`src/rtl/dcm_phase_shift_ctrl.sv`:
```
// ---------------------------------------------------------------------------
// dcm_phase_shift_ctrl
//   Sequences variable phase shift of a DCM_SP. Runs on the DCM PSCLK (clk).
//   A signed step request is range-checked against the tracked absolute phase
//   offset, then issued as one PSEN pulse per step, waiting for PSDONE before
//   the next pulse. Aborts on a missing PSDONE (timeout) or on DCM lock loss.
//
// Ports
//   clk          in   DCM PSCLK, all logic on posedge
//   reset_n      in   asynchronous active-low reset
//   dcm_locked   in   DCM LOCKED (async), 2-flop synchronized to locked_s
//   req_valid    in   shift request valid
//   req_steps    in   signed step count, + = increment
//   req_ready    out  request accepted this cycle when req_valid is high
//   ps_en        out  DCM PSEN, single-cycle pulses
//   ps_incdec    out  DCM PSINCDEC, 1 = increment
//   ps_done      in   DCM PSDONE
//   busy         out  shift operation in progress
//   phase        out  current signed (two's complement) phase offset in steps
//   done         out  1-cycle pulse: request completed
//   err_range    out  1-cycle pulse: request rejected, target out of range
//   err_timeout  out  1-cycle pulse: ps_done missing, operation aborted
//   state_dbg    out  current FSM state (WAIT_LOCK=0 IDLE=1 ISSUE=2
//                     WAIT_DONE=3 FINISH=4)
//
// Handshake: a request transfers on a rising clk edge where req_valid and
// req_ready are both high. req_ready does not depend on req_valid. Requests
// offered while req_ready is low are dropped, never queued.
// ---------------------------------------------------------------------------
module dcm_phase_shift_ctrl #(
  parameter int STEP_W    = 8,
  parameter int PHASE_W   = 9,
  parameter int PHASE_MAX = 255,
  parameter int TIMEOUT   = 1023
) (
  input  logic               clk,
  input  logic               reset_n,
  input  logic               dcm_locked,
  input  logic               req_valid,
  input  logic [STEP_W-1:0]  req_steps,
  output logic               req_ready,
  output logic               ps_en,
  output logic               ps_incdec,
  input  logic               ps_done,
  output logic               busy,
  output logic [PHASE_W-1:0] phase,
  output logic               done,
  output logic               err_range,
  output logic               err_timeout,
  output logic [2:0]         state_dbg
);

  // Target is formed one bit wider than phase so phase + step cannot wrap.
  // Requires PHASE_W + 1 > STEP_W.
  localparam int TW = $clog2(TIMEOUT + 1);
  localparam logic signed [PHASE_W:0] LIM_HI    = (PHASE_W + 1)'(PHASE_MAX);
  localparam logic signed [PHASE_W:0] LIM_LO    = -LIM_HI;
  localparam logic [TW-1:0]           TIMER_MAX = TW'(TIMEOUT);
  localparam logic [TW-1:0]           ONE_T     = 1;
  localparam logic [STEP_W-1:0]       ONE_S     = 1;
  localparam logic [PHASE_W-1:0]      ONE_P     = 1;

  typedef enum logic [2:0] {
    S_WAIT_LOCK = 3'd0,
    S_IDLE      = 3'd1,
    S_ISSUE     = 3'd2,
    S_WAIT_DONE = 3'd3,
    S_FINISH    = 3'd4
  } state_t;

  state_t              state;
  logic                locked_meta;
  logic                locked_s;
  logic                ps_en_r;
  logic [STEP_W-1:0]   remaining;
  logic [TW-1:0]       timer;

  logic                req_neg;
  logic [STEP_W-1:0]   req_mag;
  logic signed [PHASE_W:0] target;
  logic                out_of_range;
  logic                accept;

  // Magnitude of the most negative request (e.g. -128) is 2^(STEP_W-1),
  // which still fits as an unsigned STEP_W-bit count.
  assign req_neg      = req_steps[STEP_W-1];
  assign req_mag      = req_neg ? (~req_steps + ONE_S) : req_steps;
  assign target       = $signed({phase[PHASE_W-1], phase})
                      + $signed({{(PHASE_W + 1 - STEP_W){req_neg}}, req_steps});
  assign out_of_range = (target > LIM_HI) || (target < LIM_LO);

  assign req_ready = (state == S_IDLE) && locked_s;
  assign accept    = req_valid && req_ready;
  assign busy      = (state == S_ISSUE) || (state == S_WAIT_DONE) || (state == S_FINISH);
  // Gate PSEN with lock so a pulse never reaches a DCM that just lost lock.
  assign ps_en     = ps_en_r && locked_s;
  assign state_dbg = state;

  always_ff @(posedge clk or negedge reset_n) begin
    if (!reset_n) begin
      locked_meta <= 1'b0;
      locked_s    <= 1'b0;
    end else begin
      locked_meta <= dcm_locked;
      locked_s    <= locked_meta;
    end
  end

  always_ff @(posedge clk or negedge reset_n) begin
    if (!reset_n) begin
      state       <= S_WAIT_LOCK;
      phase       <= '0;
      remaining   <= '0;
      timer       <= '0;
      ps_en_r     <= 1'b0;
      ps_incdec   <= 1'b0;
      done        <= 1'b0;
      err_range   <= 1'b0;
      err_timeout <= 1'b0;
    end else begin
      done        <= 1'b0;
      err_range   <= 1'b0;
      err_timeout <= 1'b0;
      ps_en_r     <= 1'b0;
      if (!locked_s) begin
        // DCM reset on lock loss clears its internal shift, so the offset
        // restarts at zero; the aborted request reports nothing.
        state     <= S_WAIT_LOCK;
        phase     <= '0;
        remaining <= '0;
        timer     <= '0;
        ps_incdec <= 1'b0;
      end else begin
        case (state)
          S_WAIT_LOCK: state <= S_IDLE;
          S_IDLE: begin
            if (accept) begin
              if (out_of_range) begin
                err_range <= 1'b1;
              end else if (req_steps == '0) begin
                done <= 1'b1;
              end else begin
                remaining <= req_mag;
                ps_incdec <= ~req_neg;
                ps_en_r   <= 1'b1;
                state     <= S_ISSUE;
              end
            end
          end
          S_ISSUE: begin
            timer <= '0;
            state <= S_WAIT_DONE;
          end
          S_WAIT_DONE: begin
            if (ps_done) begin
              phase     <= ps_incdec ? (phase + ONE_P) : (phase - ONE_P);
              remaining <= remaining - ONE_S;
              if (remaining == ONE_S) begin
                done  <= 1'b1;
                state <= S_FINISH;
              end else begin
                ps_en_r <= 1'b1;
                state   <= S_ISSUE;
              end
            end else if (timer == TIMER_MAX) begin
              err_timeout <= 1'b1;
              state       <= S_IDLE;
            end else begin
              timer <= timer + ONE_T;
            end
          end
          S_FINISH: state <= S_IDLE;
          default:  state <= S_WAIT_LOCK;
        endcase
      end
    end
  end

endmodule

```
`config.mk`:
```
export PLATFORM = sky130hd
export DESIGN_NAME = dcm_phase_shift_ctrl
export DESIGN_NICKNAME = d
export VERILOG_FILES = /design/src/rtl/dcm_phase_shift_ctrl.sv
export SDC_FILE = /design/constraint.sdc
export NUM_CORES = 1
export LEC_CHECK = 0
export ABC_CLOCK_PERIOD_IN_PS = 4530
export BUFFER_PORTS_ARGS = -buffer_cell sky130_fd_sc_hd__buf_2
export CAP_MARGIN = 20
export CORE_MARGIN = 3
export CORE_UTILIZATION = 59
export DETAILED_ROUTE_END_ITERATION = 7
export GPL_TIMING_DRIVEN = 0
export PLACE_DENSITY = 0.85
export SLEW_MARGIN = 10
export SYNTH_ARGS = -nofsm -noshare
export SYNTH_HDL_FRONTEND = slang
export SYNTH_SLANG_ARGS = --single-unit
```
`constraint.sdc`:
```
create_clock -name clk -period 4.53 [get_ports clk]
set_clock_uncertainty 0.15 [all_clocks]
set_input_delay 0.2265 -clock clk [delete_from_list [all_inputs] [get_ports clk]]
set_output_delay 0.2265 -clock clk [all_outputs]
set_load 0.03 [all_outputs]
```
== Word-level counts from Yosys, hierarchy flattened ==
Cells that the tools add are included.

* Register bits after elaboration: 37
* Latch bits: 0
* Bits in writable memories: 0
* Memory bits (read-only): 0
* Bits of input ports: 13
* Output and inout bits: 19
* Word-level logic and storage cells: 106
* Memories: 0

* Add/subtract/negate cells: 6
* Multiply operators: 0
* Div/mod/pow operators: 0
* $lt $le $gt $ge: 2
* Equal/unequal tests: 21
* Shift-type cells: 0
* Mux-type cells: 50
* Bitwise gates (word level): 2
* Reduce and logical (&&, ||, !) cells: 14

{| class="wikitable"
|+ Operator list
! kind !! count
|-
| $mux W8 || 6
|-
| $mux W9 || 4
|-
| $mux W10 || 3
|-
| $mux W1 || 25
|-
| $mux W3 || 7
|-
| $pmux W10 S2 || 1
|-
| $ne A3 B3 Y1 const B || 6
|-
| $pmux W8 S2 || 1
|-
| $pmux W3 S4 || 1
|-
| $add A10 B1 Y10 const B || 1
|-
| $add A9 B8 Y10 || 1
|-
| $eq A10 B10 Y1 const B || 1
|-
| $gt A10 B9 Y1 const B || 1
|-
| $lt A10 B9 Y1 const B || 1
|-
| $add A9 B1 Y9 const B || 1
|-
| $sub A9 B1 Y9 const B || 1
|-
| $add A8 B1 Y8 const B || 1
|-
| $eq A8 B1 Y1 const B || 1
|-
| $logic_not A8 Y1 || 1
|-
| $not A8 Y8 || 1
|-
| $reduce_and A4 Y1 || 2
|-
| $sub A8 B1 Y8 const B || 1
|-
| $eq A3 B2 Y1 const B || 2
|-
| $ne A2 B1 Y1 const B || 3
|-
| 14 further kinds || 22
|}

== Longest topological paths before layout ==
* Word-level depth: 8
* Depth in mapped cells: 12
* Depth with buffers taken out: 12

== Worst setup path after synthesis ==
No wires, ideal clock.

* Path kind: register -> register
* Start point: register phase[0]
* End point: register remaining[7]
* Setup time: 132 ps
* Data arrival time: 3130 ps
* Required time: 4248 ps
* Setup slack: 1118 ps
* Stages on the path, launching flop included: 13
* Buffers on the path: 0
* Period minus slack after synthesis: 3412 ps
* Cell sequence: dfrtp_1 > ha_1 > inv_1 > fa_1 > nor2b_1 > o2111ai_1 > a211o_1 > a2111oi_1 > nand3_1 > a211oi_4 > o41ai_4 > nand4_1 > or3b_1

* Longest elaborated chain between the ends: 5
* Elaborated cells on any way between the ends: 6
* Those cells by class: add/sub: 1; order compare: 2; eq/ne: 1; reduce/logical: 2

{| class="wikitable"
|+ Ends and longest elaborated chain
! element !! line !! source
|-
| from (decl) || 46 || <nowiki>output logic [PHASE_W-1:0] phase,</nowiki>
|-
| from (signal assigned) || 156 || <nowiki>phase <= ps_incdec ? (phase + ONE_P) : (phase - ONE_P);</nowiki>
|-
| $add A9 B8 Y10 * || 89 || <nowiki>+ $signed({{(PHASE_W + 1 - STEP_W){req_neg}}, req_steps});</nowiki>
|-
| $gt A10 B9 Y1 / $lt A10 B9 Y1 (equally long branches) || 90 || <nowiki>assign out_of_range = (target > LIM_HI) || (target < LIM_LO);</nowiki>
|-
| $logic_or A1 B1 Y1 * || 90 ||
|-
| $ne A3 B3 Y1 (no line) * || -- ||
|-
| $reduce_and A5 Y1 (no line) * || -- ||
|-
| to (signal assigned) || 143 || <nowiki>remaining <= req_mag;</nowiki>
|-
| to (signal assigned) || 157 || <nowiki>remaining <= remaining - ONE_S;</nowiki>
|-
| to (decl) || 75 || <nowiki>logic [STEP_W-1:0] remaining;</nowiki>
|}

Mark *: on every way between the ends. The rest lies on a longest branch, timed or not.
A chain may end at the register's enable or synchronous reset.

== Final worst setup path ==
Ends and elaborated chain as after synthesis.

==> reports/results.tsv <==
metric	value	unit
status	finished clean	
rsz0062_at_grt	no	
ff2ff_setup_slack	960	ps
synthesis.nets	356	
r2r_end	remaining[7]	
die_height	74.5	um
num_vias	2551	
power_density	258	nW/um^2
vias_per_cell	6.16	
ys.flop_type	dfrtp_1	
drt-total-wl	6.44	mm
power_frac_seq	0.451	
rows	24	
ant_nets	0	
stdcell_area	3090	um^2
initial_core_util	0.622	
placed_area	2990	um^2
dp_hpwl	4.90	mm
cts_max_path_buffers	2	
drv_slew	0	
arrival	3590	ps
die_x	74.5	um
hold_viol_final	0	
min-delay-start	ps_done	
regToRegStartpoint	phase[0]	
portBuffers	31	
required	4560	ps
cp-end-kind	register	
clkLatencyLatePin	290	ps
fin_cells	414	
min_delay_path_depth	3	
fmax	280	MHz
yosysUniqueCellTypes	48	
drc_errors	0	
swShare	0.336	
gp_congestion	0.905	
firstDrtPassIters	6	
cp_max_fo	9	
finalCritPeriodShare	0.788	
synth_edf_count	0	
min_period	3570	ps
met2_length	2.99	mm
cts_tree	done	
first_global_vias	2337	
areaGrowthSynthToFinish	11.7	%
synth_warnings	0	
p_comb_frac	0.265	
internal_power	0.000528	W
worst_ir_drop_vdd	0.126	mV
path_clk_slew	80	ps
tns	0	ps
grt_pass1_wl	10.8	mm
syn_area	2770	um^2
clock-sinks	37	
wire_per_inst	15.6	um
dp.cells	404	
async_flop_share	1.00	
io_pins	32	
cts_made_buffers	5	
htree_levels	2	
clock_power_share	0.284	
grt_use_total	0.250	
path_class	register to register	
ys_ff_latch	37	
reg2reg_depth	12	
syn_inst	321	
yosysSeqAreaShare	0.335	
fin_nets	396	
leakagePower	1.45	nW
cts_root_buffer	clkbuf_8	
cp-start-kind	register	
antenna_found_initial	0	
die-area	5550	um^2
core-area	4440	um^2
min_to	ps_en_r	
met1_length	2.90	mm
maxSlewHeadroom	0.447	
grt.overflow.total	0	
tightestPinTransition	830	ps
setup_viol	0	
avgSynthCellArea	8.62	um^2
drive_gt1_frac	0.127	
p_switching	0.000268	W
met3WireLength	399	um
max_cap_violations	0	
hold_class	input port to register	
postCtsSetupRepairBufs	0	
topRoutingLayerUsed	met4	
grt_max_degree	38	
antenna_cells	0	
drt_iter0_markers	245	
## placed cells by master (no fill, tap or decap), drive strengths merged, types with 6 or more instances in the layout
cell type / n
o21ai: 24
nor3: 8
nor2: 16
xor2: 7
nand2b: 6
inv: 16
a21oi: 20
clkbuf: 16
nand3: 17
and2: 14
ha: 20
xnor2: 12
o31ai: 10
nand2: 38
o211ai: 6
dfrtp: 37
buf: 31
and3: 7
## state kept, by name (all words and copies together), names as in the netlist, 3 cells and up
| signal | flops |
|---|---|
| state_dbg | 3 |
| remaining | 8 |
| phase | 9 |
| timer | 10 |
## cell usage after synthesis, types with 2 or more instances
master | number | area (um^2)
nor2b_1 | 4 | 25.0
a21boi_0 | 2 | 15.0
o211ai_1 | 5 | 37.5
mux2i_1 | 3 | 30.0
inv_1 | 16 | 60.1
a21o_1 | 3 | 22.5
nand3_1 | 17 | 85.1
or3_1 | 5 | 31.3
ha_1 | 20 | 250
nand2b_1 | 6 | 37.5
o21a_1 | 5 | 37.5
a21oi_1 | 18 | 90.1
a21oi_2 | 2 | 17.5
dfrtp_1 | 37 | 926
and2_1 | 14 | 87.6
and3_1 | 7 | 43.8
o21ai_0 | 24 | 120
nor3_1 | 8 | 40.0
xnor2_1 | 12 | 105
a32o_1 | 5 | 50.1
o31ai_1 | 9 | 67.6
clkbuf_1 | 10 | 37.5
nor2_1 | 16 | 60.1
fa_1 | 2 | 40.0
xor2_1 | 7 | 61.3
nand4_1 | 2 | 12.5
o22ai_1 | 2 | 12.5
nor4_1 | 3 | 18.8
nand2_1 | 38 | 143
## power by group through the flow
stage / Clock (W) / Sequential (W) / Combinational [W]
6_report: 0.000226 / 0.000359 / 0.000211
5_1_grt: 0.000239 / 0.000361 / 0.000234
4_1_cts: 0.000228 / 0.000358 / 0.000210
3_5_place_dp: 0 / 0.000365 / 0.000207
3_3_place_gp: 0 / 0.000364 / 0.000201
2_1_floorplan: 0 / 0.000371 / 0.000142
## stage by stage
stage,power (W),hold WS (ps),worst slack [ps],utilization
after detailed placement,0.000572,187,937,0.672
after global routing,0.000834,155,677,0.695
after global placement,0.000565,187,1030,0.672
after floorplan,0.000513,-219,1120,-
after CTS,0.000796,122,910,0.695
final,0.000796,127,962,0.695
## metal layers
layer,track usage,up-vias
li1,-,1234
met1,0.330,1214
met2,0.413,88
met3,0.0432,15
met4,0.0870,0
met5,0,-
## worst max path at each step
stage / from / to / slack (ps)
after detailed placement: phase[0] / remaining[7] / 940
after CTS: phase[0] / remaining[7] / 910
after floorplan: phase[0] / remaining[7] / 1120
after global placement: phase[0] / remaining[7] / 1030
final: phase[0] / remaining[7] / 960
after global routing: phase[0] / remaining[7] / 680
## critical path, stage by stage (launching register included)
cell       delay, ps
dfrtp_1          450
ha_1             210
inv_1             60
fa_1             480
nor2b_1          130
o2111ai_1        120
a211o_1          290
a2111oi_1        370
nand3_1          200
a211oi_4         300
o41ai_4          200
nand4_1          140
or3b_1           340
## cell families after synthesis
kind of cell / Yosys count / synth area share
and+or+nand+nor: 128 / 0.233
adders and majority gates: 22 / 0.105
buffers and inverters: 26 / 0.0353
muxes: 4 / 0.0149
AOI/OAI and AO/OA: 85 / 0.217
xor gates and xnor gates: 19 / 0.0602
DFF: 37 / 0.335
## timing repair
action	4_1_cts	5_1_grt
resized for setup	0	0
hold endpoints to repair	38	0
hold buffers	2	0
## area by class of cell
type | instances | area (um^2)
plain buffers | 10 | 37.5
repair buffers | 33 | 175
inverters | 16 | 60.1
clock buffers | 6 | 72.6
fillers | 357 | 1360
multi-input cells | 258 | 1740
clock inverters | 2 | 10.0
flip-flops and latches | 37 | 926
well taps | 52 | 65.1
Note: power is estimated with default switching activity, not from simulation.
